**config.mk**
```make
export PLATFORM = sky130hd
export DESIGN_NAME = ir_nec_tx
export DESIGN_NICKNAME = d
export VERILOG_FILES = /design/src/rtl/ir_nec_tx_pkg.sv /design/src/rtl/ir_nec_tx_unit_tick.sv /design/src/rtl/ir_nec_tx.sv
export SDC_FILE = /design/constraint.sdc
export NUM_CORES = 1
export LEC_CHECK = 0
export ABC_AREA = 0
export ABC_CLOCK_PERIOD_IN_PS = 3700
export BUFFER_PORTS_ARGS = -buffer_cell sky130_fd_sc_hd__buf_2
export CORE_MARGIN = 1.5
export CORE_UTILIZATION = 40
export DETAILED_ROUTE_END_ITERATION = 10
export PLACE_DENSITY = 0.54
export SLEW_MARGIN = 30
export SYNTH_ARGS = -nofsm -noshare
export SYNTH_HDL_FRONTEND = slang
export SYNTH_SLANG_ARGS = --single-unit
```
**constraint.sdc**
```tcl
create_clock -name clk -period 3.7 [get_ports clk]
set_input_delay 0.37 -clock clk [delete_from_list [all_inputs] [get_ports clk]]
set_output_delay 0.37 -clock clk [all_outputs]
set_load 0.05 [all_outputs]
```
**src/rtl/ir_nec_tx_pkg.sv**
```systemverilog
// Shared NEC protocol constants, FSM state encoding and small helpers
// used by the IR transmit sequencer.
package ir_nec_tx_pkg;

  localparam int F_CLK = 100_000_000;

  localparam int HDR_MARK_UNITS   = 16;
  localparam int HDR_SPACE_UNITS  = 8;
  localparam int BIT_MARK_UNITS   = 1;
  localparam int BIT0_SPACE_UNITS = 1;
  localparam int BIT1_SPACE_UNITS = 3;
  localparam int STOP_MARK_UNITS  = 1;
  localparam int RPT_MARK_UNITS   = 16;
  localparam int RPT_SPACE_UNITS  = 4;
  localparam int RPT_STOP_UNITS   = 1;
  localparam int FRAME_BITS       = 32;

  localparam int SEG_W = $clog2(HDR_MARK_UNITS - 1) + 1;
  localparam int BIT_W = $clog2(FRAME_BITS - 1) + 1;

  typedef enum logic [3:0] {
    ST_IDLE      = 4'd0,
    ST_HDR_MARK  = 4'd1,
    ST_HDR_SPACE = 4'd2,
    ST_BIT_MARK  = 4'd3,
    ST_BIT_SPACE = 4'd4,
    ST_STOP_MARK = 4'd5,
    ST_GAP       = 4'd6,
    ST_RPT_MARK  = 4'd7,
    ST_RPT_SPACE = 4'd8,
    ST_RPT_STOP  = 4'd9
  } nec_state_e;

  // Units left after the first one, loaded on segment entry.
  function automatic logic [SEG_W-1:0] seg_units_m1(input nec_state_e st, input logic bit_val);
    int units;
    units = 1;
    case (st)
      ST_HDR_MARK:  units = HDR_MARK_UNITS;
      ST_HDR_SPACE: units = HDR_SPACE_UNITS;
      ST_BIT_MARK:  units = BIT_MARK_UNITS;
      ST_BIT_SPACE: units = bit_val ? BIT1_SPACE_UNITS : BIT0_SPACE_UNITS;
      ST_STOP_MARK: units = STOP_MARK_UNITS;
      ST_RPT_MARK:  units = RPT_MARK_UNITS;
      ST_RPT_SPACE: units = RPT_SPACE_UNITS;
      ST_RPT_STOP:  units = RPT_STOP_UNITS;
      default:      units = 1;
    endcase
    return SEG_W'(units - 1);
  endfunction

  // The repeat stop burst is a mark like the frame stop bit.
  function automatic logic is_mark_state(input nec_state_e st);
    return (st == ST_HDR_MARK) || (st == ST_BIT_MARK) || (st == ST_STOP_MARK) ||
           (st == ST_RPT_MARK) || (st == ST_RPT_STOP);
  endfunction

  function automatic logic [FRAME_BITS-1:0] nec_frame_word(input logic [7:0] addr,
                                                           input logic [7:0] cmd);
    return {~cmd, cmd, ~addr, addr};
  endfunction

endpackage

```
**src/rtl/ir_nec_tx_unit_tick.sv**
```systemverilog
// Free-running NEC unit timer: one-cycle tick every UNIT_CYCLES clocks,
// restartable so each segment begins on a unit boundary.
module ir_nec_tx_unit_tick #(
  parameter int UNIT_CYCLES = 56_250
) (
  input  logic clk,
  input  logic rst,
  input  logic clr,
  output logic tick
);

  localparam int CNT_W = $clog2(UNIT_CYCLES - 1) + 1;
  localparam logic [CNT_W-1:0] CNT_LAST = CNT_W'(UNIT_CYCLES - 1);

  logic [CNT_W-1:0] unit_cnt_q;
  logic [CNT_W-1:0] unit_cnt_d;

  always_comb begin
    unit_cnt_d = unit_cnt_q + 1'b1;
    if (clr || (unit_cnt_q == CNT_LAST)) begin
      unit_cnt_d = '0;
    end
  end

  always_ff @(posedge clk or posedge rst) begin
    if (rst) begin
      unit_cnt_q <= '0;
    end else begin
      unit_cnt_q <= unit_cnt_d;
    end
  end

  assign tick = (unit_cnt_q == CNT_LAST);

endmodule

```
**src/rtl/ir_nec_tx.sv**
```systemverilog
// NEC IR transmit sequencer: produces the mark/space envelope for one
// frame, followed by repeat codes every frame period while hold is high.
module ir_nec_tx
  import ir_nec_tx_pkg::*;
#(
  parameter int UNIT_CYCLES  = 56_250,
  parameter int FRAME_CYCLES = 10_800_000
) (
  input  logic       clk,
  input  logic       rst,
  input  logic       start,
  input  logic [7:0] addr,
  input  logic [7:0] cmd,
  input  logic       hold,
  output logic       carrier_en,
  output logic       busy,
  output logic       done
);

  localparam int FRAME_W = $clog2(FRAME_CYCLES - 1) + 1;
  localparam logic [FRAME_W-1:0] FRAME_LAST = FRAME_W'(FRAME_CYCLES - 1);
  localparam logic [BIT_W-1:0]   BIT_LAST   = BIT_W'(FRAME_BITS - 1);

  nec_state_e            state_q, state_d;
  logic [SEG_W-1:0]      seg_cnt_q, seg_cnt_d;
  logic [BIT_W-1:0]      bit_idx_q, bit_idx_d;
  logic [FRAME_BITS-1:0] shift_q, shift_d;
  logic [FRAME_W-1:0]    frame_cnt_q, frame_cnt_d;
  logic                  carrier_en_q, carrier_en_d;
  logic                  busy_q, busy_d;
  logic                  done_q, done_d;

  logic unit_clr;
  logic unit_tick;
  logic seg_end;

  ir_nec_tx_unit_tick #(
    .UNIT_CYCLES(UNIT_CYCLES)
  ) u_unit_tick (
    .clk  (clk),
    .rst  (rst),
    .clr  (unit_clr),
    .tick (unit_tick)
  );

  assign seg_end = unit_tick && (seg_cnt_q == '0);

  always_comb begin
    state_d     = state_q;
    seg_cnt_d   = seg_cnt_q;
    bit_idx_d   = bit_idx_q;
    shift_d     = shift_q;
    frame_cnt_d = (frame_cnt_q != FRAME_LAST) ? frame_cnt_q + 1'b1 : frame_cnt_q;
    unit_clr    = 1'b0;
    done_d      = 1'b0;

    case (state_q)
      ST_IDLE: begin
        if (start) begin
          state_d   = ST_HDR_MARK;
          shift_d   = nec_frame_word(addr, cmd);
          bit_idx_d = '0;
        end
      end
      ST_HDR_MARK:  if (seg_end) state_d = ST_HDR_SPACE;
      ST_HDR_SPACE: if (seg_end) state_d = ST_BIT_MARK;
      ST_BIT_MARK:  if (seg_end) state_d = ST_BIT_SPACE;
      ST_BIT_SPACE: begin
        if (seg_end) begin
          shift_d = shift_q >> 1;
          if (bit_idx_q == BIT_LAST) begin
            state_d = ST_STOP_MARK;
          end else begin
            bit_idx_d = bit_idx_q + 1'b1;
            state_d   = ST_BIT_MARK;
          end
        end
      end
      ST_STOP_MARK: if (seg_end) state_d = ST_GAP;
      ST_GAP: begin
        // hold only matters on the final cycle of the frame period.
        if (frame_cnt_q == FRAME_LAST) begin
          if (hold) begin
            state_d = ST_RPT_MARK;
          end else begin
            state_d = ST_IDLE;
            done_d  = 1'b1;
          end
        end
      end
      ST_RPT_MARK:  if (seg_end) state_d = ST_RPT_SPACE;
      ST_RPT_SPACE: if (seg_end) state_d = ST_RPT_STOP;
      ST_RPT_STOP:  if (seg_end) state_d = ST_GAP;
      default:      state_d = ST_IDLE;
    endcase

    // Every segment entry restarts unit timing and reloads its length.
    if (state_d != state_q) begin
      unit_clr  = 1'b1;
      seg_cnt_d = seg_units_m1(state_d, shift_q[0]);
      if ((state_d == ST_HDR_MARK) || (state_d == ST_RPT_MARK)) begin
        frame_cnt_d = '0;
      end
    end else if (unit_tick && (seg_cnt_q != '0)) begin
      seg_cnt_d = seg_cnt_q - 1'b1;
    end

    carrier_en_d = is_mark_state(state_d);
    busy_d       = (state_d != ST_IDLE);
  end

  always_ff @(posedge clk or posedge rst) begin
    if (rst) begin
      state_q      <= ST_IDLE;
      seg_cnt_q    <= '0;
      bit_idx_q    <= '0;
      shift_q      <= '0;
      frame_cnt_q  <= '0;
      carrier_en_q <= 1'b0;
      busy_q       <= 1'b0;
      done_q       <= 1'b0;
    end else begin
      state_q      <= state_d;
      seg_cnt_q    <= seg_cnt_d;
      bit_idx_q    <= bit_idx_d;
      shift_q      <= shift_d;
      frame_cnt_q  <= frame_cnt_d;
      carrier_en_q <= carrier_en_d;
      busy_q       <= busy_d;
      done_q       <= done_d;
    end
  end

  assign carrier_en = carrier_en_q;
  assign busy       = busy_q;
  assign done       = done_q;

endmodule
```
==> summary.md <==
| Metric | Value |
|---|---|
| Status | completed |
| Die W | 111 um |
| Startpoint types | flop |
| Comb pwr share | about 15% |
| Setup CP Type | flop to flop |
| Final WL | between 9000 and 10000 um |
| R2R depth | 12 |
| Max-slew violation count | 0 |
| FF-to-FF Start | frame_cnt_q[0] |
| Post-CTS Setup Bufs | 0 |
| Placer Congestion | between 0.8 and 0.9 |
| Clock Tree Root | clkbuf_16 |
| Post-Syn Area | approximately 0.0047 mm2 |
| Worst slew margin | a little over half |
| Hold_buf cts | 0 |
| Vias in the first global route | ~3.6k |
| Worst VDD drop | 0.287 mV |
| R2r endpoint | seg_cnt_q[4] |
| Initial antenna violation count | 0 |
| Total Power | about 2.6 mW |
| H-tree levels | 3 |
| Die area | approximately 0.012 mm2 |
| CTS sink cnt | 92 |
| Synthesis-stage register bit count | 92 |
| Routed Antenna Nets | 0 |
| Sw Share | between 20% and 30% |
| Max Clk Rate | ~0.3 GHz |
| DR DRC count | 0 |
| Syn nets | ~540 |
| FF-to-FF setup slack | roughly 0.30 ns |
| Register clock-pin slew on the reported worst setup and hold paths | 0.06 ns |
| Via count | about 3.6k |
| Most frequent cells in the layout | 92 x dfrtp_1, 91 x nor2_1, 56 x nand2_1 |
| Routed len/inst | about 14 um |
| Power Dens Cells | just under 500 mW/mm2 |
| Leakage | 2.23 nW |
| Unrepaired setup endpoints after global routing | no |
| Global route overflow | 0 |
| Post-synth EDFFs | 0 |
| Layout Utilization | 46.1% |
| Fillers | between 1k and 1.5k |
| Part of the power in registers | 50.8% |
| FFs w/ async S/R, synth | between 90% and 100% |
| Required time of the critical path | 3.97 ns |
| Pint | 1.85 mW |
| Predominant post-synthesis flop cell | dfrtp_1 |
| Synth Warn # | 0 |
| Post_cts resized | 0 |
| HPWL after DPL | roughly 6400 um |
| NetSw | 0.758 mW |
| Initial drt markers | a little under 200 |
| TNS Setup | 0 ns |
| Starting density of the core | between 40% and 50% |
| TritonCTS clock tree | yes |
| Clk_lat worst skew | approximately 0.34 ns |
| I/O Pins | 23 |
| Final Hold Viols | 0 |
| HP Class | primary input to async pin |
| Die Y | between 100 and 150 um |
| CTS Buf Count | 9 |
| Clock power share | roughly 35% |
| Area grow syn2layout | 12.3% |
| Diode count | 0 |
| Pin count of the biggest net entering global routing | 73 |
| WP data arrival | roughly 3.7 ns |
| Initial DRT Pass Iterations | 4 |
| Critical path endpoint category | flop |
| Commonest non-fill, non-tap cell in the layout | dfrtp_1 |
| Max-cap viol count | 0 |
| Core footprint | roughly 0.011 mm2 |
| Final setup fails | 0 |
| Slew @ Worst Pin | between 0.7 and 0.8 ns |
| Layout net count | 562 |
| Std-Cell Rows | 39 |
| Pre-CTS setup slack | 0.367 ns |
| Worst Slack Setup Final | 0.302 ns |
| Port Buffers | 22 |
| Max Root-Sink Buffers | 2 |
| Layout cells sized above 1 | about an eighth |
| Final min period | around 3.4 ns |
| Yosys cell types | 59 |
| Clock skew | approximately 0.0091 ns |
| Syn Inst Count | a little over 500 |
| GRT Total Usage | between 10% and 20% |
| Tcrit/Tclk final | 91.8% |
| Sequential area share after synthesis | between 40% and 50% |
| Critical path peak fanout | 4 |
| DR vias/cell | ~5.3 |
| Mean Syn Cell Area | between 9 and 10 um2 |
| First-pass GRT wire length | 16500 um |
how the worst max path moves through the flow:
stage / from / endpoint / slack, ns / cells after the start
after floorplan: seg_cnt_q[0] / seg_cnt_q[4] / 0.60 / 13
after global placement: frame_cnt_q[0] / seg_cnt_q[4] / 0.48 / 12
after detailed placement: frame_cnt_q[0] / seg_cnt_q[4] / 0.37 / 12
after CTS: frame_cnt_q[0] / seg_cnt_q[4] / 0.32 / 12
after global routing: u_unit_tick.unit_cnt_q[2] / seg_cnt_q[4] / 0.15 / 11
final: frame_cnt_q[0] / seg_cnt_q[4] / 0.30 / 12
flip-flops by register name (all words and copies together), names as in the netlist:
register and count:
shift_q 32, frame_cnt_q 25, u_unit_tick.unit_cnt_q 17, bit_idx_q 6, seg_cnt_q 5, state_q 4
busy 1, carrier_en 1, done 1
power by group through the flow:
| stage | Clock [mW] | Combinational [mW] | Sequential [mW] |
|---|---|---|---|
| 4_1_cts | 0.939 | 0.388 | 1.32 |
| 2_1_floorplan | 0 | 0.314 | 1.30 |
| 3_5_place_dp | 0 | 0.384 | 1.34 |
| 5_1_grt | 0.978 | 0.446 | 1.35 |
| 3_3_place_gp | 0 | 0.378 | 1.33 |
| 6_report | 0.901 | 0.380 | 1.32 |
logic make-up (layout without fill, tap and decap cells):
group | after synthesis | count (layout) | share of synthesized area (%)
AOI/OAI and AO/OA | 92 | 92 | 12.0
DFF | 92 | 92 | 49.1
adders and majority gates | 7 | 7 | 1.87
buffers and inverters | 35 | 61 | 3.23
xor gates and xnor gates | 44 | 44 | 8.38
and+or+nand+nor | 243 | 243 | 25.1
muxes | 1 | 1 | 0.240
routing by layer:
metal	part of all wire [%]	vias to the layer above	GRT usage, %
li1	-	1818	-
met1	48	1729	21.5
met2	47	67	26.8
met3	3.3	11	3.12
met4	1.4	0	7.34
met5	0	-	0
cell usage after synthesis, types with 2 or more instances:
cell       n  area (um2)
nor3_1    13        65.1
nand2_2    2        12.5
nand2b_1   5        31.3
and2_1     2        12.5
nand4_1   12        75.1
nor2b_1    2        12.5
nand4b_1   2        17.5
inv_2      2        7.51
or3_1      5        31.3
inv_1     12        45.0
clkbuf_1  17        63.8
nor4_1     3        18.8
nand2_1   56         210
or2_1      2        12.5
nor2_1    91         342
ha_1       7        87.6
and3_1     7        43.8
xnor2_1   20         175
nand3_1   25         125
buf_6      2        22.5
or4_4      2        22.5
nor4b_1    3        26.3
o22ai_1    2        12.5
a21oi_1   26         130
o21ai_0   26         130
a211oi_1   4        30.0
a31oi_1   19         119
xor2_1    23         201
dfrtp_1   92        2300
per-stage QoR:
step	hold slack [ns]	std cells	cell area [um2]
3_5_place_dp	0.474	667	4960
6_report	0.105	683	5260
3_3_place_gp	0.457	667	4960
5_1_grt	0.180	683	5260
4_1_cts	0.204	683	5260
2_1_floorplan	0.443	514	4690
area by class of cell:
cell class | instances | area, um2 | area share [%]
clock buffers | 12 | 267 | 5.07
clock inverters | 4 | 30.0 | 0.571
inverters | 14 | 57.6 | 1.09
multi-input cells | 387 | 2250 | 42.7
flip-flops and latches | 92 | 2300 | 43.8
well taps | 143 | 179 | 3.40
repair buffers | 31 | 178 | 3.38
critical path, stage by stage, from the launching register on:
cell,delay (ns)
dfrtp_1,0.40
ha_1,0.22
nand3_1,0.16
or4_4,0.60
or2_2,0.36
o21ai_0,0.23
o311a_2,0.26
inv_2,0.06
xnor2_2,0.22
o22ai_2,0.12
ha_1,0.23
o31a_1,0.30
a21oi_1,0.15
Note: power is estimated with default switching activity, not from simulation.
